===== config.mk =====
export PLATFORM = sky130hd
export DESIGN_NAME = mem_data_arbiter
export DESIGN_NICKNAME = d
export VERILOG_FILES = /design/src/rtl/mem_data_arbiter_pkg.sv /design/src/rtl/mem_arb_rr_pick.sv /design/src/rtl/mem_data_arbiter.sv
export SDC_FILE = /design/constraint.sdc
export NUM_CORES = 1
export LEC_CHECK = 0
export BUFFER_PORTS_ARGS = -buffer_cell sky130_fd_sc_hd__clkbuf_2
export CAP_MARGIN = 5
export CORE_ASPECT_RATIO = 0.5
export CORE_MARGIN = 3
export CORE_UTILIZATION = 44
export DETAILED_ROUTE_END_ITERATION = 8
export GPL_TIMING_DRIVEN = 0
export PLACE_DENSITY = 0.81
export SETUP_SLACK_MARGIN = 0.5
export SKIP_CTS_REPAIR_TIMING = 1
export SLEW_MARGIN = 0
export SYNTH_ARGS = -nofsm -noshare
export SYNTH_HDL_FRONTEND = slang
export SYNTH_HIERARCHICAL = 1
export SYNTH_SLANG_ARGS = --single-unit

===== constraint.sdc =====
create_clock -name clk -period 2.95 [get_ports clk]
set_input_delay 0 -clock clk [delete_from_list [all_inputs] [get_ports clk]]
set_output_delay 0 -clock clk [all_outputs]
set_load 0.01 [all_outputs]

===== src/rtl/mem_data_arbiter_pkg.sv =====
// Shared definitions for the data-memory arbiter:
// state encoding, port indices and memory geometry.
package mem_data_arbiter_pkg;

   localparam int ARB_AW = 8;
   localparam int ARB_DW = 32;
   localparam int CNT_W  = 4;

   localparam logic [1:0] ST_IDLE = 2'd0;
   localparam logic [1:0] ST_OWN0 = 2'd1;
   localparam logic [1:0] ST_OWN1 = 2'd2;

   localparam logic PORT_CPU = 1'b0;
   localparam logic PORT_DMA = 1'b1;

   typedef struct packed {
      logic valid;
      logic port;
   } grant_t;

   function automatic logic [1:0] own_state(input logic port);
      return port ? ST_OWN1 : ST_OWN0;
   endfunction

endpackage


===== src/rtl/mem_arb_rr_pick.sv =====
// Next-owner selection and burst counting for the
// two-port data-memory arbiter (purely combinational).
module mem_arb_rr_pick
   import mem_data_arbiter_pkg::*;
#(
   parameter int MAX_BURST = 4
) (
   input  logic [1:0]       state,
   input  logic [CNT_W-1:0] count,
   input  logic             last,
   input  logic             req0,
   input  logic             req1,
   output grant_t           gnt,
   output logic [1:0]       state_nx,
   output logic [CNT_W-1:0] count_nx
);

   localparam logic [CNT_W-1:0] MAXC = CNT_W'(MAX_BURST);

   logic cap;
   logic kept;

   assign cap = (count >= MAXC);

   always_comb begin
      gnt = '0;
      unique case (1'b1)
         (state == ST_OWN0): begin
            if (req0 && (!req1 || !cap))
               gnt = '{valid: 1'b1, port: PORT_CPU};
            else if (req1)
               gnt = '{valid: 1'b1, port: PORT_DMA};
         end
         (state == ST_OWN1): begin
            if (req1 && (!req0 || !cap))
               gnt = '{valid: 1'b1, port: PORT_DMA};
            else if (req0)
               gnt = '{valid: 1'b1, port: PORT_CPU};
         end
         default: begin
            // Idle tie goes to whoever was not served last.
            if (req0 && req1)
               gnt = '{valid: 1'b1, port: !last};
            else if (req0 || req1)
               gnt = '{valid: 1'b1, port: req1};
         end
      endcase
   end

   assign kept = gnt.valid && (state == own_state(gnt.port));

   always_comb begin
      state_nx = ST_IDLE;
      count_nx = '0;
      if (gnt.valid) begin
         state_nx = own_state(gnt.port);
         if (!kept)
            count_nx = CNT_W'(1);
         else if (cap)
            count_nx = MAXC;
         else
            count_nx = count + CNT_W'(1);
      end
   end

endmodule


===== src/rtl/mem_data_arbiter.sv =====
// Two-port round-robin arbiter in front of the data memory
// with bounded bursts and registered read return.
module mem_data_arbiter
   import mem_data_arbiter_pkg::*;
#(
   parameter int AW         = ARB_AW,
   parameter int DW         = ARB_DW,
   parameter int MAX_BURST  = 4,
   parameter int FIRST_PORT = 0
) (
   input  logic                 clk,
   input  logic                 rst_n,
   input  logic                 req0,
   input  logic                 req1,
   input  logic                 we0,
   input  logic                 we1,
   input  logic [AW-1:0]        addr0,
   input  logic [AW-1:0]        addr1,
   input  logic signed [DW-1:0] wdata0,
   input  logic signed [DW-1:0] wdata1,
   output logic                 gnt0,
   output logic                 gnt1,
   output logic                 rvalid0,
   output logic                 rvalid1,
   output logic signed [DW-1:0] rdata0,
   output logic signed [DW-1:0] rdata1,
   output logic                 mem_wr,
   output logic [AW-1:0]        mem_addr,
   output logic [DW-1:0]        mem_wdata,
   input  logic [DW-1:0]        mem_rdata
);

   localparam logic LAST_RST = (FIRST_PORT == 0);

   logic [1:0]       state;
   logic [1:0]       state_nx;
   logic [CNT_W-1:0] count;
   logic [CNT_W-1:0] count_nx;
   logic             last;
   grant_t           pick;
   logic             rd0;
   logic             rd1;

   mem_arb_rr_pick #(
      .MAX_BURST (MAX_BURST)
   ) u_pick (
      .state    (state),
      .count    (count),
      .last     (last),
      .req0     (req0),
      .req1     (req1),
      .gnt      (pick),
      .state_nx (state_nx),
      .count_nx (count_nx)
   );

   // Grants are gated so nothing reaches memory during reset.
   assign gnt0 = rst_n && pick.valid && (pick.port == PORT_CPU);
   assign gnt1 = rst_n && pick.valid && (pick.port == PORT_DMA);

   assign mem_wr = (gnt0 && we0) || (gnt1 && we1);

   always_comb begin
      mem_addr  = '0;
      mem_wdata = '0;
      if (rst_n) begin
         mem_addr  = gnt1 ? addr1 : addr0;
         mem_wdata = gnt1 ? wdata1 : wdata0;
      end
   end

   always_ff @(posedge clk or negedge rst_n) begin
      if (!rst_n) begin
         state <= ST_IDLE;
         count <= '0;
         last  <= LAST_RST;
      end else begin
         state <= state_nx;
         count <= count_nx;
         if (pick.valid)
            last <= pick.port;
      end
   end

   assign rd0 = gnt0 && !we0;
   assign rd1 = gnt1 && !we1;

   always_ff @(posedge clk or negedge rst_n) begin
      if (!rst_n) begin
         rvalid0 <= 1'b0;
         rvalid1 <= 1'b0;
         rdata0  <= '0;
         rdata1  <= '0;
      end else begin
         rvalid0 <= rd0;
         rvalid1 <= rd1;
         if (rd0)
            rdata0 <= mem_rdata;
         if (rd1)
            rdata1 <= mem_rdata;
      end
   end

endmodule


* After elaboration in Yosys (flattened, before gate mapping) *
Cells that the tools add are included.

storage, ports and cells
  logic and storage cells = 50
  bits in registers = 73
  output and inout bits = 109
  input bits = 118

cells by class
  reduce and logical (&&, ||, !) cells = 21
  multiplexer cells = 16
  $add $sub $neg = 1
  order comparisons = 1
  bitwise gates (word level) = 1
  equality and inequality tests = 3

operator list
  kind                   number
  $mux W32               2
  $mux W2                8
  $mux W8                2
  $mux W4                3
  $logic_and A1 B1 Y1    11
  $logic_not A1 Y1       6
  $add A4 B1 Y4 const B  1
  $ge A4 B3 Y1 const B   1
  $logic_or A1 B1 Y1     4
  $pmux W2 S2            1
  $eq A2 B1 Y1 const B   1
  $eq A2 B2 Y1           1
  $eq A2 B2 Y1 const B   1
  $not A1 Y1             1

* Logic depth before layout (Yosys ltp) *
Gate-level depths: netlist of the first run.

  word-level depth = 11
  depth in mapped cells = 9
  depth with buffers taken out = 7

* Cells and area by module *
The synthesis of the first run kept the hierarchy.

modules (own cells, without submodules)
  module            instances  sequential area each (um2)  cells an instance  area an instance (um2)
  mem_data_arbiter  1          1828.0                      296                3558.4
  mem_arb_rr_pick   1          0.0                         32                 214.0

* Worst setup path after synthesis of the first run *
OpenSTA, ideal clock, no wires.

  kind = register -> register
  start point = register state[0]
  end point = register rdata0[10]
  required time = 2823 ps
  clock period less this slack = 2262 ps
  buffers on the path = 2
  setup time = 127 ps
  arrival = 2135 ps
  path slack = 688 ps
  cell stages (with the launch flop) = 10
  cells stage by stage = dfrtp_1 inv_1 ha_1 nand3_1 nand2_1 a211oi_2 and4bb_1 buf_2 buf_6 mux2_1

RTL lines
  what                    RTL line                source
  start, declared         mem_data_arbiter.sv:35  logic [1:0] state;
  start signal, assigned  mem_data_arbiter.sv:78  state <= state_nx;
  end signal, assigned    mem_data_arbiter.sv:98  rdata0 <= mem_rdata;
  end, declared           mem_data_arbiter.sv:25  output logic signed [DW-1:0] rdata0,

==> flow_summary.yaml, run 1 <==
die:
  die_w_um: 136.9
  die_area_um2: 9788
  io_pins: 227
  chipHeight_um: 71.48
  core_um2: 8173
  start_util_pct: 46.16
  std_cell_rows: 23
worst_setup_path:
  path_class: "register to output port"
  worst_ep_arrival_time_ns: 2.53
  cpMostUsedCell: "nand3_1"
  path_cells: "inv_2 -> ha_4 -> nand3_1 -> nand2_2 -> a211oi_4 -> buf_6 -> clkbuf_4 -> nand3_1 -> a21oi_1 -> clkbuf_2"
  worst-path-buf-inv: 4
  endpoint_kind: "output port"
  critPathSlowestCell: "a211oi_4"
  cp-start-kind: "register"
  cpPeakStageDelay_ns: 0.42
  cp_max_fo: 10
  crit_family: "buffers and inverters"
  required_ns: 2.95
timing:
  hold_viol: 0
  worst_slack_ns: 0.4226
  worst_slew_pin_slew_ns: 0.6040
  maxSlewHeadroom_pct: 59.73
  final_max_slew_viol_count: 0
  fin_skew_ns: 0.006222
  whs_ns: 0.1260
  fmax_mhz: 395.7
  fin_crit_sh_pct: 85.67
  setup_viol: 0
  rsz0062_at_grt: "true"
  period_minus_slack_ns: 2.527
logic_synthesis:
  ys_types: 29
  synth.largest_area_cell: "dfrtp_1"
  ys_seq_area_share_pct: 48.46
  async_flop_share_pct: 100.0
  syn_area_um2: 3772
  synth_edf_count: 0
  synthCells: 328
  yosys_register_bits: 73
  synth_ff_type: "dfrtp_1"
  synth_area_leaders: "dfrtp_1 (48%), mux2_2 (11%), a21bo_2 (11%)"
  yosys_warnings: 6
  syn_nets: 449
  synth_top_area_share_pct: 47.76
  postSynthAreaPerCell_um2: 11.50
route:
  first_iter_violations: 352
  vias: 3776
  drtPass1Iterations: 4
  wirelength_mm: 13.00
  antenna_left: 0
  drt-wirelength-per-cell_um: 17.81
  drc: 0
  avgViaCountPerCell: 5.173
clock_network:
  clk_path_buf_depth: 2
  cts_tree: "done"
  cts.sinks: 73
  clk_pin_slew_ns: 0.06
  root_buffer: "clkbuf_16"
  htreeDepth: 3
  cts_buffers: 9
  worst_skew_pair.late_latency_ns: 0.33
grt:
  grt_pass1_wl_mm: 16.97
  grt_pass1_vias: 3441
  overflow: 0
  grt_max_degree: 59
  grt_antenna_before_repair: 0
  grt.total_usage_pct: 21.80
placed_design:
  place_congestion: 0.8420
  dp_slack_ns: 0.2457
  portBuffers: 226
  dp_cells: 667
  place_area_um2: 5074
  place_hpwl_mm: 8.487
status:
  status: "finished, final reports clean"
finish:
  final_cell_mix: "clkbuf_2 (221), dfrtp_1 (71), nand3_1 (41)"
  stdcell_area_um2: 5926
  layout_commonest_cell: "clkbuf_2"
  diodes: 0
  num-nets-final: 735
  syn2layout_area_growth_pct: 57.08
  drive_gt1_share_pct: 59.87
  stdcell_count: 730
power_and_ir_drop:
  cellPowerDensity_nw_per_um2: 915.1
  max-vdd-ir-drop_mv: 0.3704
  finalPower_uw: 5423
  cellLeakagePower_uw: 0.002996
flow_run:
  drv_cap: 0
worst_hold_path:
  worstHoldPathType: "primary input to async pin"
## layer usage
| layer | global-route usage [%] | vias to the layer above | routed length [um] |
|---|---|---|---|
| met2 | 40.53 | 194 | 6753 |
| met4 | 6.527 | 0 | 510 |
| met1 | 25.63 | 1796 | 4904 |
| met5 | 0 | - | 0 |
| li1 | - | 1744 | - |
| met3 | 4.348 | 42 | 832 |
## cell families (layout without fill, tap and decap cells)
group | Yosys count | count (layout) | share of synthesized area, %
and+or+nand+nor | 63 | 63 | 8.491
DFF | 73 | 73 | 48.46
AOI/OAI and AO/OA | 84 | 84 | 16.92
buffers and inverters | 35 | 325 | 4.444
muxes | 69 | 69 | 20.60
other | 1 | 1 | 0.09941
adders and majority gates | 3 | 3 | 0.9951
## state kept, by name, summed over array words and instances (netlist names)
signal / flops
rdata0: 32
rvalid0: 1
rvalid1: 1
last: 1
count: 4
state: 2
rdata1: 32
## Yosys cell counts (4+ instances only)
| library cell | number |
|---|---|
| a21bo_2 | 40 |
| nor3_1 | 4 |
| dfrtp_1 | 72 |
| mux2_2 | 36 |
| nand3_1 | 42 |
| nor2_1 | 8 |
| buf_1 | 9 |
| clkbuf_1 | 9 |
| buf_2 | 8 |
| a21oi_1 | 40 |
| inv_1 | 5 |
| mux2_1 | 29 |
## power by group
group | total [uW] | internal (uW) | leakage (uW) | switching (uW)
clock network | 958 | 562 | 0.000124 | 396
registers | 1770 | 1490 | 0.000873 | 276
logic | 2700 | 1320 | 0.00200 | 1370
## final cells by class
cell class	instances	area, um2
clock inverters	5	33.78
well taps	112	140.1
fillers	569	2247
repair buffers	275	1613
multi-input cells	220	1862
flip-flops and latches	73	1829
inverters	5	18.77
clock buffers	10	229.0
plain buffers	30	200.2
## path summary, 6_finish.rpt
| path | to | startpoint | slack [ns] | cells past startpoint |
|---|---|---|---|---|
| setup reg to reg | rdata1[2]$_DFFE_PN0P_ | state[0]$_DFF_PN0_ | 0.46 | 10 |
| max in group asynchronous | last$_DFFE_PN1P_ | rst_n | 2.19 | 3 |
| hold reg to reg | rdata0[25]$_DFFE_PN0P_ | rdata0[25]$_DFFE_PN0P_ | 0.48 | 1 |
| min in group clk | state[0]$_DFF_PN0_ | req0 | 0.13 | 3 |
| setup / recovery | mem_addr[3] | state[0]$_DFF_PN0_ | 0.42 | 10 |
| hold / removal | rdata0[7]$_DFFE_PN0P_ | rst_n | 0.13 | 2 |
## per-stage QoR
stage               utilization, %  setup TNS, ns
floorplan                        -              0
global placement             61.71              0
detailed placement           62.08              0
CTS                          65.29         -1.434
global route                 72.50              0
finish                       72.50              0
Power figures use the tool's default switching activity.
==> run 2, diff against run 1 <==
- CELL_PAD_IN_SITES_DETAIL_PLACEMENT: unset -> 1
- CELL_PAD_IN_SITES_GLOBAL_PLACEMENT: unset -> 1
- CORE_UTILIZATION: 44 -> 33
- CTS_BUF_LIST: unset -> sky130_fd_sc_hd__clkbuf_4 sky130_fd_sc_hd__clkbuf_8
- PLACE_DENSITY: 0.81 -> unset
- PLACE_DENSITY_LB_ADDON: unset -> 0.1
==> flow_summary.yaml, run 2 (same netlist as run 1, synthesis figures left out) <==
clock_network:
  cts.sinks: 73
  worst_skew_pair.late_latency_ns: 0.34
  clk_path_buf_depth: 2
  clk_pin_slew_ns: 0.08
  root_buffer: "clkbuf_8"
  cts_tree: "done"
  htreeDepth: 3
  cts_buffers: 9
timing:
  final_max_slew_viol_count: 0
  fin_crit_sh_pct: 84.90
  worst_slew_pin_slew_ns: 0.7143
  fin_skew_ns: 0.01141
  fmax_mhz: 399.3
  hold_viol: 0
  rsz0062_at_grt: "true"
  worst_slack_ns: 0.4456
  setup_viol: 0
  period_minus_slack_ns: 2.504
  maxSlewHeadroom_pct: 52.38
flow_run:
  drv_cap: 0
placed_design:
  portBuffers: 226
  dp_cells: 695
  place_congestion: 0.8026
  dp_slack_ns: 0.1620
  place_hpwl_mm: 9.760
  place_area_um2: 5109
worst_setup_path:
  required_ns: 3.17
  path_class: "register to register"
  crit_family: "simple AND/OR/NAND/NOR gates"
  critPathSlowestCell: "dfrtp_2"
  r2r_slack_ns: 0.45
  worst_ep_arrival_time_ns: 2.72
  cpPeakStageDelay_ns: 0.44
  worst-path-buf-inv: 4
  endpoint_kind: "register"
  cp_max_fo: 10
  cp-start-kind: "register"
  path_cells: "or3b_4 -> a211oi_4 -> a211oi_4 -> buf_6 -> buf_4 -> and4bb_1 -> buf_6 -> buf_8 -> mux2_1"
finish:
  multiInputGateArea_um2: 1917
  diodes: 0
  final_util_pct: 56.25
  syn2layout_area_growth_pct: 59.10
  stdcell_count: 758
  layout_commonest_cell: "clkbuf_2"
  stdcell_area_um2: 6002
  seq_area_um2: 1829
  num-nets-final: 735
  final_cell_mix: "clkbuf_2 (193), dfrtp_1 (71), nand3_1 (41)"
  drive_gt1_share_pct: 62.78
  top_regs: "rdata0 x32, rdata1 x32, count x4"
  nFillCells: 1228
die:
  core_um2: 10670
  die_w_um: 157.2
  chipHeight_um: 81.60
  io_pins: 227
  die_area_um2: 12830
  start_util_pct: 35.35
  std_cell_rows: 26
route:
  avgViaCountPerCell: 4.782
  vias: 3625
  wirelength_mm: 13.42
  antenna_left: 0
  drt-wirelength-per-cell_um: 17.70
  drtPass1Iterations: 4
  drc: 0
  first_iter_violations: 85
power_and_ir_drop:
  max-vdd-ir-drop_mv: 0.3031
  cellPowerDensity_nw_per_um2: 876.5
  finalPower_uw: 5261
  cellLeakagePower_uw: 0.003001
status:
  status: "finished, final reports clean"
worst_hold_path:
  worstHoldPathType: "primary input to register"
grt:
  grt_antenna_before_repair: 0
  overflow: 0
  grt_max_degree: 47
  grt_pass1_wl_mm: 18.66
  grt.total_usage_pct: 18.44
  grt_pass1_vias: 3708
run 2: changes by cell type in the layout (fill, tap and decap cells not counted), sizes merged:
| cell | before | now |
|---|---|---|
| clkbuf | 241 | 210 |
| bufinv | 0 | 1 |
| buf | 39 | 70 |
| clkinvlp | 2 | 1 |
run 2: worst register-to-register path, stage by stage (launching register included):
cell,delay (ns)
dfrtp_2,0.44
or3b_4,0.40
a211oi_4,0.30
a211oi_4,0.06
buf_6,0.14
buf_4,0.13
and4bb_1,0.27
buf_6,0.16
buf_8,0.15
mux2_1,0.34
run 2: final cells by class:
class | instances | share of cell area [%]
sequential | 73 | 30.48
multi-input combinational | 220 | 31.94
clock inverter | 5 | 0.9381
inverter | 5 | 0.3127
buffer | 30 | 4.211
clock buffer | 10 | 2.293
tap | 140 | 2.918
timing repair buffer | 275 | 26.91
run 2: worst paths after layout:
kind | cells after the start | end | startpoint
worst min register to register | 1 | rdata0[23]$_DFFE_PN0P_ | rdata0[23]$_DFFE_PN0P_
worst max-delay path | 9 | rdata0[27]$_DFFE_PN0P_ | count[3]$_DFF_PN0_
max in group asynchronous | 3 | rdata1[29]$_DFFE_PN0P_ | rst_n
worst max register to register | 9 | rdata0[27]$_DFFE_PN0P_ | count[3]$_DFF_PN0_
worst min-delay path | 3 | state[0]$_DFF_PN0_ | req0
min in group asynchronous | 2 | count[3]$_DFF_PN0_ | rst_n
run 2: power by group:
group	switching (uW)	leakage (uW)	internal (uW)
clock network	371	0.0000981	408
logic	1360	0.00203	1370
registers	263	0.000874	1490
run 2: routing by layer:
metal | vias up | track usage [%] | routed length (um)
li1 | 1746 | - | -
met1 | 1756 | 21.04 | 5360
met2 | 114 | 32.39 | 6796
met3 | 9 | 7.737 | 1145
met4 | 0 | 4.935 | 113
met5 | - | 0 | 0
run 2: stage by stage:
step,hold WS [ns],setup TNS [ns]
final,0.09665,0
after global routing,0.1338,0
after CTS,-0.3658,-3.607
after detailed placement,0.01849,0
after global placement,0.2356,0
after floorplan,-0.2956,0
==> run 3, diff against run 2 <==
- clock period: 2.95 -> 2.35 ns (I/O delays scaled with it)
==> flow_summary.yaml, run 3 (same netlist as run 1, synthesis figures left out) <==
status:
  status: "complete, but fails checks"
  violations: "setup timing"
timing:
  worst_slew_pin_slew_ns: 0.6930
  final_max_slew_viol_count: 0
  maxSlewHeadroom_pct: 53.65
  worst_slack_ns: -0.2380
  hold_viol: 0
  fin_skew_ns: 0.005712
  fmax_mhz: 386.4
  period_minus_slack_ns: 2.588
  fin_crit_sh_pct: 110.1
  tns_ns: -16.99
  setup_viol: 106
  rsz0062_at_grt: "true"
grt:
  grt_pass1_vias: 3619
  grt_pass1_wl_mm: 18.92
  overflow: 0
  grt_max_degree: 62
  grt_antenna_before_repair: 0
  grt.total_usage_pct: 18.74
finish:
  stdcell_area_um2: 6387
  nFillCells: 1192
  stdcell_count: 770
  syn2layout_area_growth_pct: 69.32
  drive_gt1_share_pct: 68.57
  top_regs: "rdata0 x32, rdata1 x32, count x4"
  final_util_pct: 59.86
  diodes: 0
  layout_commonest_cell: "clkbuf_2"
  final_cell_mix: "clkbuf_2 (184), dfrtp_1 (71), a21bo_2 (40)"
  num-nets-final: 746
clock_network:
  clk_pin_slew_ns: 0.09
  worst_skew_pair.late_latency_ns: 0.35
  cts_tree: "done"
  clk_path_buf_depth: 2
  root_buffer: "clkbuf_8"
  cts_buffers: 9
  cts.sinks: 73
  htreeDepth: 3
die:
  start_util_pct: 35.35
  die_w_um: 157.2
  die_area_um2: 12830
  io_pins: 227
  std_cell_rows: 26
  chipHeight_um: 81.60
  core_um2: 10670
worst_setup_path:
  cp_max_fo: 8
  required_ns: 2.58
  cp-start-kind: "register"
  path_class: "register to register"
  worst_ep_arrival_time_ns: 2.82
  endpoint_kind: "register"
route:
  first_iter_violations: 84
  drtPass1Iterations: 4
  vias: 3810
  drt-wirelength-per-cell_um: 19.38
  wirelength_mm: 14.92
  drc: 0
  avgViaCountPerCell: 4.948
  antenna_left: 0
power_and_ir_drop:
  swShare_pct: 37.87
  internal_power_uw: 4411
  cellLeakagePower_uw: 0.003196
  power.switching_uw: 2688
  cellPowerDensity_nw_per_um2: 1111
  finalPower_uw: 7099
  p_comb_share_pct: 54.2
  p_clk_share_pct: 14.3
  max-vdd-ir-drop_mv: 0.4102
  power_frac_seq_pct: 31.5
placed_design:
  dp_cells: 695
  place_area_um2: 5165
  portBuffers: 226
  place_hpwl_mm: 9.652
  place_congestion: 0.8678
worst_hold_path:
  worstHoldPathType: "primary input to register"
flow_run:
  drv_cap: 0
run 3: cell count changes in the layout (fill, tap and decap cells not counted), moves of 3 or more:
cell / change
a21oi_2: +4
clkbuf_16: +6
mux2_1: -24
a21oi_1: -4
clkbuf_2: -9
buf_12: +3
buf_2: +4
nand3_2: +3
buf_4: +5
mux2_4: +25
nand3_1: -3
run 3: routing by layer:
metal | vias up | global-route usage, % | wire length, um
li1 | 1767 | - | -
met1 | 1899 | 20.98 | 5886
met2 | 125 | 33.59 | 7653
met3 | 19 | 8.211 | 1171
met4 | 0 | 4.069 | 210
met5 | - | 0 | 0
run 3: worst max-delay path, cell delays in order, from the launching register on:
cell and delay [ns]:
dfrtp_1 0.40, inv_2 0.08, ha_4 0.31, nor3_4 0.06
a211oi_4 0.54, buf_4 0.23, and4bb_1 0.21, buf_8 0.16
buf_12 0.14, mux2_1 0.33
run 3: per-stage QoR:
stage	hold WS [ns]	setup WS (ns)
final	0.06992	-0.2380
after global routing	0.08452	-0.3278
after CTS	-0.4643	-0.4348
after detailed placement	-0.07862	-0.2201
after global placement	0.2356	-0.6880
after floorplan	-0.2956	0.2214
run 3: path summary, 6_finish.rpt:
| check | start | endpoint | slack, ns | cells after the start |
|---|---|---|---|---|
| worst max-delay path | state[0]$_DFF_PN0_ | rdata0[5]$_DFFE_PN0P_ | -0.24 | 9 |
| worst min-delay path | req1 | state[0]$_DFF_PN0_ | 0.07 | 4 |
| worst max register to register | state[0]$_DFF_PN0_ | rdata0[5]$_DFFE_PN0P_ | -0.24 | 9 |
| worst min register to register | rdata1[19]$_DFFE_PN0P_ | rdata1[19]$_DFFE_PN0P_ | 0.51 | 1 |
| max in group asynchronous | rst_n | rdata1[7]$_DFFE_PN0P_ | 1.31 | 3 |
| min in group asynchronous | rst_n | rdata1[17]$_DFFE_PN0P_ | 0.32 | 2 |
run 3: area by class of cell:
type                       count  area (um2)  share of cell area (%)
inverter                       5       18.77                  0.2938
clock inverter                 6       67.56                   1.058
tap                          140       175.2                   2.742
clock buffer                  10       131.4                   2.057
multi-input combinational    220        2053                   32.14
buffer                        30       280.3                   4.388
sequential                    73        1829                   28.64
timing repair buffer         286        1832                   28.68
run 3: power by group through the flow:
stage	sequential [uW]	clock, uW	combinational (uW)
after floorplan	2450	0	1470
after global placement	2170	0	2900
after detailed placement	2210	0	2960
after CTS	2190	1030	2970
after global routing	2310	1100	4160
final	2240	1020	3850
